<file path="config.mk">
export PLATFORM = sky130hd
export DESIGN_NAME = sc_shiftsched_flat
export DESIGN_NICKNAME = d
export VERILOG_FILES = /design/src/rtl/sc_shiftsched_if.sv /design/src/rtl/sc_shiftsched.sv /design/src/flat_wrapper.sv
export SDC_FILE = /design/constraint.sdc
export NUM_CORES = 1
export LEC_CHECK = 0
export BUFFER_PORTS_ARGS = -buffer_cell sky130_fd_sc_hd__buf_2
export CAP_MARGIN = 20
export CORE_UTILIZATION = 40
export DETAILED_ROUTE_END_ITERATION = 7
export PLACE_DENSITY = 0.66
export SETUP_SLACK_MARGIN = 0.4
export SLEW_MARGIN = 20
export SYNTH_ARGS = -nofsm -noshare
export SYNTH_HDL_FRONTEND = slang
export SYNTH_SLANG_ARGS = --single-unit
</file>
<file path="constraint.sdc">
create_clock -name SC_SHIFTSCHED_CLOCK_50 -period 2.99 [get_ports SC_SHIFTSCHED_CLOCK_50]
set_input_delay 0.598 -clock SC_SHIFTSCHED_CLOCK_50 [delete_from_list [all_inputs] [get_ports SC_SHIFTSCHED_CLOCK_50]]
set_output_delay 0.598 -clock SC_SHIFTSCHED_CLOCK_50 [all_outputs]
set_load 0.01 [all_outputs]
</file>
<file path="src/rtl/sc_shiftsched_if.sv">
// rtl/sc_shiftsched_if.sv - command handshake and shifter control bundle for sc_shiftsched
interface sc_shiftsched_if #(
    parameter int COUNT_WIDTH = 4
);
    logic                   SC_SHIFTSCHED_cmd_valid_In;
    logic                   SC_SHIFTSCHED_cmd_ready_Out;
    logic [1:0]             SC_SHIFTSCHED_cmd_op_In;
    logic [COUNT_WIDTH-1:0] SC_SHIFTSCHED_cmd_count_In;
    logic                   SC_SHIFTSCHED_clear_OutLow;
    logic                   SC_SHIFTSCHED_load_OutLow;
    logic [1:0]             SC_SHIFTSCHED_shiftselection_Out;
    logic                   SC_SHIFTSCHED_busy_Out;
    logic                   SC_SHIFTSCHED_done_Out;

    modport master (
        output SC_SHIFTSCHED_cmd_valid_In,
        output SC_SHIFTSCHED_cmd_op_In,
        output SC_SHIFTSCHED_cmd_count_In,
        input  SC_SHIFTSCHED_cmd_ready_Out,
        input  SC_SHIFTSCHED_clear_OutLow,
        input  SC_SHIFTSCHED_load_OutLow,
        input  SC_SHIFTSCHED_shiftselection_Out,
        input  SC_SHIFTSCHED_busy_Out,
        input  SC_SHIFTSCHED_done_Out
    );

    modport slave (
        input  SC_SHIFTSCHED_cmd_valid_In,
        input  SC_SHIFTSCHED_cmd_op_In,
        input  SC_SHIFTSCHED_cmd_count_In,
        output SC_SHIFTSCHED_cmd_ready_Out,
        output SC_SHIFTSCHED_clear_OutLow,
        output SC_SHIFTSCHED_load_OutLow,
        output SC_SHIFTSCHED_shiftselection_Out,
        output SC_SHIFTSCHED_busy_Out,
        output SC_SHIFTSCHED_done_Out
    );
endinterface

</file>
<file path="src/rtl/sc_shiftsched.sv">
// rtl/sc_shiftsched.sv - command scheduler issuing clear/load/shift pulses to the register shifter
// Optional abort input enabled by defining SC_SHIFTSCHED_ABORT_EN.
module sc_shiftsched #(
    parameter int COUNT_WIDTH = 4,
    parameter int TICK_PERIOD = 50000
) (
    input  logic SC_SHIFTSCHED_CLOCK_50,
    input  logic SC_SHIFTSCHED_RESET_InLow,
`ifdef SC_SHIFTSCHED_ABORT_EN
    input  logic SC_SHIFTSCHED_abort_InLow,
`endif
    sc_shiftsched_if.slave bus
);

    localparam int TICK_WIDTH = (TICK_PERIOD > 2) ? $clog2(TICK_PERIOD) : 1;
    localparam logic [TICK_WIDTH-1:0]  TICK_LAST = TICK_WIDTH'(TICK_PERIOD - 2);
    localparam logic [COUNT_WIDTH-1:0] COUNT_ONE = COUNT_WIDTH'(1);

    localparam logic [1:0] OP_CLEAR  = 2'b00;
    localparam logic [1:0] OP_SHIFTR = 2'b01;
    localparam logic [1:0] OP_SHIFTL = 2'b10;
    localparam logic [1:0] OP_LOAD   = 2'b11;
    localparam logic [1:0] SEL_HOLD  = 2'b11;

    typedef enum logic [1:0] {
        S_IDLE,
        S_ISSUE,
        S_WAIT,
        S_DONE
    } state_t;

    state_t                  state_q, state_d;
    logic [1:0]              op_q, op_d;
    logic [COUNT_WIDTH-1:0]  remaining_q, remaining_d;
    logic [TICK_WIDTH-1:0]   tick_q, tick_d;
    logic                    abort_req;
    logic                    op_is_shift;

`ifdef SC_SHIFTSCHED_ABORT_EN
    assign abort_req = ~SC_SHIFTSCHED_abort_InLow;
`else
    assign abort_req = 1'b0;
`endif

    assign op_is_shift = (op_q == OP_SHIFTR) || (op_q == OP_SHIFTL);

    always_ff @(posedge SC_SHIFTSCHED_CLOCK_50 or negedge SC_SHIFTSCHED_RESET_InLow) begin
        if (!SC_SHIFTSCHED_RESET_InLow) begin
            state_q     <= S_IDLE;
            op_q        <= OP_LOAD;
            remaining_q <= '0;
            tick_q      <= '0;
        end else begin
            state_q     <= state_d;
            op_q        <= op_d;
            remaining_q <= remaining_d;
            tick_q      <= tick_d;
        end
    end

    always_comb begin
        state_d     = state_q;
        op_d        = op_q;
        remaining_d = remaining_q;
        tick_d      = tick_q;
        unique case (state_q)
            S_IDLE: begin
                if (bus.SC_SHIFTSCHED_cmd_valid_In) begin
                    op_d   = bus.SC_SHIFTSCHED_cmd_op_In;
                    tick_d = '0;
                    if ((bus.SC_SHIFTSCHED_cmd_op_In == OP_CLEAR) ||
                        (bus.SC_SHIFTSCHED_cmd_op_In == OP_LOAD)) begin
                        remaining_d = '0;
                        state_d     = S_ISSUE;
                    end else begin
                        remaining_d = bus.SC_SHIFTSCHED_cmd_count_In;
                        state_d     = (bus.SC_SHIFTSCHED_cmd_count_In == '0) ? S_DONE : S_ISSUE;
                    end
                end
            end
            S_ISSUE: begin
                // The pulse for this cycle is already on the outputs; abort only stops later ones.
                tick_d = '0;
                if (remaining_q != '0) begin
                    remaining_d = remaining_q - COUNT_ONE;
                end
                if (!op_is_shift || (remaining_q <= COUNT_ONE) || abort_req) begin
                    state_d = S_DONE;
                end else begin
                    state_d = S_WAIT;
                end
            end
            S_WAIT: begin
                if (abort_req) begin
                    state_d = S_DONE;
                end else if (tick_q == TICK_LAST) begin
                    state_d = S_ISSUE;
                end else begin
                    tick_d = tick_q + TICK_WIDTH'(1);
                end
            end
            S_DONE: begin
                state_d = S_IDLE;
            end
            default: begin
                state_d = S_IDLE;
            end
        endcase
    end

    // Outputs depend on registered state only, so no input reaches an output combinationally.
    assign bus.SC_SHIFTSCHED_cmd_ready_Out = (state_q == S_IDLE);
    assign bus.SC_SHIFTSCHED_busy_Out      = (state_q != S_IDLE);
    assign bus.SC_SHIFTSCHED_done_Out      = (state_q == S_DONE);
    assign bus.SC_SHIFTSCHED_clear_OutLow  = !((state_q == S_ISSUE) && (op_q == OP_CLEAR));
    assign bus.SC_SHIFTSCHED_load_OutLow   = !((state_q == S_ISSUE) && (op_q == OP_LOAD));
    assign bus.SC_SHIFTSCHED_shiftselection_Out =
        ((state_q == S_ISSUE) && op_is_shift) ? op_q : SEL_HOLD;

endmodule

</file>
<file path="src/flat_wrapper.sv">
// flat-port wrapper written by rule: the top's interface ports become plain ports
module sc_shiftsched_flat 
#(
    parameter int COUNT_WIDTH = 4,
    parameter int TICK_PERIOD = 50000
)
  (SC_SHIFTSCHED_CLOCK_50, SC_SHIFTSCHED_RESET_InLow, bus_SC_SHIFTSCHED_cmd_valid_In, bus_SC_SHIFTSCHED_cmd_op_In, bus_SC_SHIFTSCHED_cmd_count_In, bus_SC_SHIFTSCHED_cmd_ready_Out, bus_SC_SHIFTSCHED_clear_OutLow, bus_SC_SHIFTSCHED_load_OutLow, bus_SC_SHIFTSCHED_shiftselection_Out, bus_SC_SHIFTSCHED_busy_Out, bus_SC_SHIFTSCHED_done_Out);
  sc_shiftsched_if #(.COUNT_WIDTH(COUNT_WIDTH)) bus_i ();
  input  logic SC_SHIFTSCHED_CLOCK_50;
  input  logic SC_SHIFTSCHED_RESET_InLow;
  input wire logic [$bits(bus_i.SC_SHIFTSCHED_cmd_valid_In)-1:0] bus_SC_SHIFTSCHED_cmd_valid_In;
  input wire logic [$bits(bus_i.SC_SHIFTSCHED_cmd_op_In)-1:0] bus_SC_SHIFTSCHED_cmd_op_In;
  input wire logic [$bits(bus_i.SC_SHIFTSCHED_cmd_count_In)-1:0] bus_SC_SHIFTSCHED_cmd_count_In;
  output wire logic [$bits(bus_i.SC_SHIFTSCHED_cmd_ready_Out)-1:0] bus_SC_SHIFTSCHED_cmd_ready_Out;
  output wire logic [$bits(bus_i.SC_SHIFTSCHED_clear_OutLow)-1:0] bus_SC_SHIFTSCHED_clear_OutLow;
  output wire logic [$bits(bus_i.SC_SHIFTSCHED_load_OutLow)-1:0] bus_SC_SHIFTSCHED_load_OutLow;
  output wire logic [$bits(bus_i.SC_SHIFTSCHED_shiftselection_Out)-1:0] bus_SC_SHIFTSCHED_shiftselection_Out;
  output wire logic [$bits(bus_i.SC_SHIFTSCHED_busy_Out)-1:0] bus_SC_SHIFTSCHED_busy_Out;
  output wire logic [$bits(bus_i.SC_SHIFTSCHED_done_Out)-1:0] bus_SC_SHIFTSCHED_done_Out;
  assign bus_i.SC_SHIFTSCHED_cmd_valid_In = bus_SC_SHIFTSCHED_cmd_valid_In;
  assign bus_i.SC_SHIFTSCHED_cmd_op_In = bus_SC_SHIFTSCHED_cmd_op_In;
  assign bus_i.SC_SHIFTSCHED_cmd_count_In = bus_SC_SHIFTSCHED_cmd_count_In;
  assign bus_SC_SHIFTSCHED_cmd_ready_Out = bus_i.SC_SHIFTSCHED_cmd_ready_Out;
  assign bus_SC_SHIFTSCHED_clear_OutLow = bus_i.SC_SHIFTSCHED_clear_OutLow;
  assign bus_SC_SHIFTSCHED_load_OutLow = bus_i.SC_SHIFTSCHED_load_OutLow;
  assign bus_SC_SHIFTSCHED_shiftselection_Out = bus_i.SC_SHIFTSCHED_shiftselection_Out;
  assign bus_SC_SHIFTSCHED_busy_Out = bus_i.SC_SHIFTSCHED_busy_Out;
  assign bus_SC_SHIFTSCHED_done_Out = bus_i.SC_SHIFTSCHED_done_Out;
  sc_shiftsched #(.COUNT_WIDTH(COUNT_WIDTH), .TICK_PERIOD(TICK_PERIOD)) u_core (.SC_SHIFTSCHED_CLOCK_50(SC_SHIFTSCHED_CLOCK_50), .SC_SHIFTSCHED_RESET_InLow(SC_SHIFTSCHED_RESET_InLow), .bus(bus_i));
endmodule
</file>
==> results.sh <==
export IMPL_max_slew_worst_pin_slew_ns=0.656
export IMPL_ys_seq_area_share_pct=38.4
export IMPL_path_buf_inv=2
export IMPL_leakage_nw=0.702
export IMPL_maxCapViolations=0
export IMPL_holdCritPathClass="in2async"
export IMPL_initial_utilization_pct=42.2
export IMPL_rrSetupSlack_ns=0.79
export IMPL_clk_pin_slew_ns=0.09
export IMPL_die_w_um=64.6
export IMPL_ys_warnings_count=0
export IMPL_antenna_found_initial=0
export IMPL_clock_latency_ns=0.27
export IMPL_r2r_end="u_core.tick_q[9]"
export IMPL_finClkSkew_ns=0.00332
export IMPL_synthCells=173
export IMPL_cts_made_buffers=3
export IMPL_crit_end="bus_SC_SHIFTSCHED_shiftselection_Out[1]"
export IMPL_cts_tree="built"
export IMPL_cp_data_arrival_time_ns=1.61
export IMPL_synth_top_area_share_pct=35.1
export IMPL_nFillCells=370
export IMPL_via_per_inst=6.09
export IMPL_crit_chain="inv_1 > nor2_1 > nand3_1 > buf_2"
export IMPL_synth_common_cells="22 x dfrtp_1, 13 x nor2_1, 12 x a21oi_1, 11 x inv_1, 11 x nand2_1"
export IMPL_cp_start_kind="flip-flop"
export IMPL_drt_first_pass_iters=4
export IMPL_grt_use_total_pct=18.2
export IMPL_postLayoutSetupSlackWorst_ns=0.779
export IMPL_overflow=0
export IMPL_grt_max_degree=26
export IMPL_powerDensity_nw_per_um2=765
export IMPL_multi_input_area_um2=868
export IMPL_critical_path_startpoint="u_core.state_q[0]"
export IMPL_ys_seq_elements=24
export IMPL_drive_above_1_share_pct=17.9
export IMPL_syn_to_final_growth_pct=10.0
export IMPL_dpl_worst_slack_ns=0.697
export IMPL_wirelength_um=3440
export IMPL_cpPeakStageDelay_ns=0.65
export IMPL_setup_viol=0
export IMPL_fp_dieH_um=64.6
export IMPL_yosys_area_top_type="dfrtp_1"
export IMPL_regArea_um2=603
export IMPL_wire_per_inst_um=14.8
export IMPL_worstPathRequired_ns=2.39
export IMPL_synth_cell_types=45
export IMPL_cp_num_cells=4
export IMPL_htree_levels=1
export IMPL_fin_hold_ws_ns=0.308
export IMPL_design_core_area_um2=3720
export IMPL_syn_area_per_cell_um2=9.07
export IMPL_slew_viol_final=0
export IMPL_ys_flop_type="dfrtp_1"
export IMPL_ir_drop_uv=431
export IMPL_cts_setup_buffers=0
export IMPL_hold_violations=0
export IMPL_hold_buffers=0
export IMPL_dp_hpwl_um=2490
export IMPL_rsz0062_at_grt="no"
export IMPL_r2r_start="u_core.state_q[0]"
export IMPL_ctsResizeCount=0
export IMPL_slew_limit_headroom_pct=56.1
export IMPL_vias=1412
export IMPL_dieArea_um2=4180
export IMPL_syn_num_nets=189
export IMPL_slowest_stage="dfrtp_1"
export IMPL_crit_path_max_fanout=17
export IMPL_n_antenna_cell=0
export IMPL_synth_edf_count=0
export IMPL_outcome="finished clean"
export IMPL_drcViolationCount=0
export IMPL_netlist_area_um2=1570
export IMPL_ys_async_sr_fraction_pct=100
export IMPL_synth_most_common_cell="dfrtp_1"
export IMPL_crit_type="reg2out"
export IMPL_ios=16
export IMPL_crit_family="flip-flops"
export IMPL_grt_pass1_wl_um=6020
export IMPL_clkSinkCount=24
export IMPL_clockBufferDepth=2
export IMPL_globalplace_congestion=0.873
export IMPL_ys_top_cells_by_area="dfrtp_1 35%, ha_1 5.6%, a21oi_1 3.8%, dfstp_2 3.3%, nor2_1 3.1%"
export IMPL_num_rows=22
export IMPL_fin_crit_sh_pct=73.9
export IMPL_drt_iter0_markers=101
export IMPL_setup_tns_final_ns=0
export IMPL_r2r_cells=4
export IMPL_fin_crit_ns=2.21
export IMPL_cts_root_buffer="clkbuf_8"
export IMPL_fin_nets=201
export IMPL_clock_fmax_ghz=0.452
export IMPL_grt_pass1_vias=1378
export IMPL_numPortBuffers=15
export IMPL_end_kind="primary output"
export IMPL_antenna_left=0
==> state kept, by name (all words and copies together) (netlist names) <==
| register | count |
|---|---|
| u_core.remaining_q | 4 |
| u_core.tick_q | 16 |
| u_core.op_q | 2 |
| u_core.state_q | 2 |
==> where the power goes <==
part,internal (W),switching (W),total (W)
logic,0.000218,0.000308,0.000525
clock network,0.000179,0.000108,0.000287
registers,0.000408,0.0000997,0.000508
==> stage by stage <==
step,area (µm²),std cells,power [W],utilization [%]
final,1730,232,0.00132,46.5
after CTS,1730,232,0.00133,46.5
after detailed placement,1660,228,0.00104,44.5
after global placement,1660,228,0.00102,44.5
after floorplan,1570,173,0.000916,-
after global routing,1730,232,0.00142,46.5
==> cell type report <==
class / instances / share of cell area [%]
Clock inverter: 1 / 1.74
Clock buffer: 3 / 2.39
Multi-Input combinational cell: 129 / 50.3
Inverter: 11 / 2.39
Timing Repair Buffer: 16 / 4.78
Tap cell: 48 / 3.48
Sequential cell: 24 / 34.9
==> worst min path at each step <==
| stage | from | endpoint | slack [ns] | depth (start not counted) |
|---|---|---|---|---|
| 2_1_floorplan | SC_SHIFTSCHED_RESET_InLow | u_core.remaining_q[0] | 0.30 | 0 |
| 3_3_place_gp | u_core.remaining_q[3] | u_core.remaining_q[3] | 0.53 | 2 |
| 3_5_place_dp | u_core.remaining_q[3] | u_core.remaining_q[3] | 0.52 | 2 |
| 4_1_cts | SC_SHIFTSCHED_RESET_InLow | u_core.tick_q[9] | 0.33 | 1 |
| 5_1_grt | SC_SHIFTSCHED_RESET_InLow | u_core.tick_q[9] | 0.35 | 1 |
| 6_report | SC_SHIFTSCHED_RESET_InLow | u_core.tick_q[13] | 0.31 | 1 |
==> cells by family (layout without fill, tap and decap cells) <==
kind of cell	count (synthesis)	in the layout	synth area share (%)
AO/OA/AOI/OAI	46	46	20.1
XOR/XNOR	2	2	1.12
adder cells (fa/ha/maj)	7	7	5.58
buffers and inverters	20	31	6.22
flip-flops	24	24	38.4
multiplexers	5	5	3.51
AND/OR/NAND/NOR	69	69	25.0
==> layer usage <==
metal  part of all wire, %  routed length (µm)  track usage (%)
met4                   1.5                  52             8.33
met1                    45                1550             22.0
met3                   4.1                 140             2.46
met2                    49                1690             31.8
met5                     0                   0                0
==> cells in the final DEF, fill, tap and decap left out, drive strengths merged, types with 2 or more instances in the layout <==
| master | count |
|---|---|
| nand4 | 5 |
| a31oi | 3 |
| nor2 | 13 |
| a21oi | 12 |
| nor4 | 4 |
| inv | 11 |
| or4 | 6 |
| o21bai | 2 |
| nand2b | 4 |
| o31ai | 6 |
| nor3b | 2 |
| buf | 16 |
| a31o | 2 |
| nand3 | 7 |
| o311ai | 3 |
| dfrtp | 22 |
| mux2 | 4 |
| nand2 | 11 |
| nand3b | 3 |
| a32o | 2 |
| dfstp | 2 |
| ha | 7 |
| nor3 | 6 |
| and3 | 2 |
| o21ai | 7 |
| clkbuf | 3 |
Note: power is estimated with default switching activity, not from simulation.
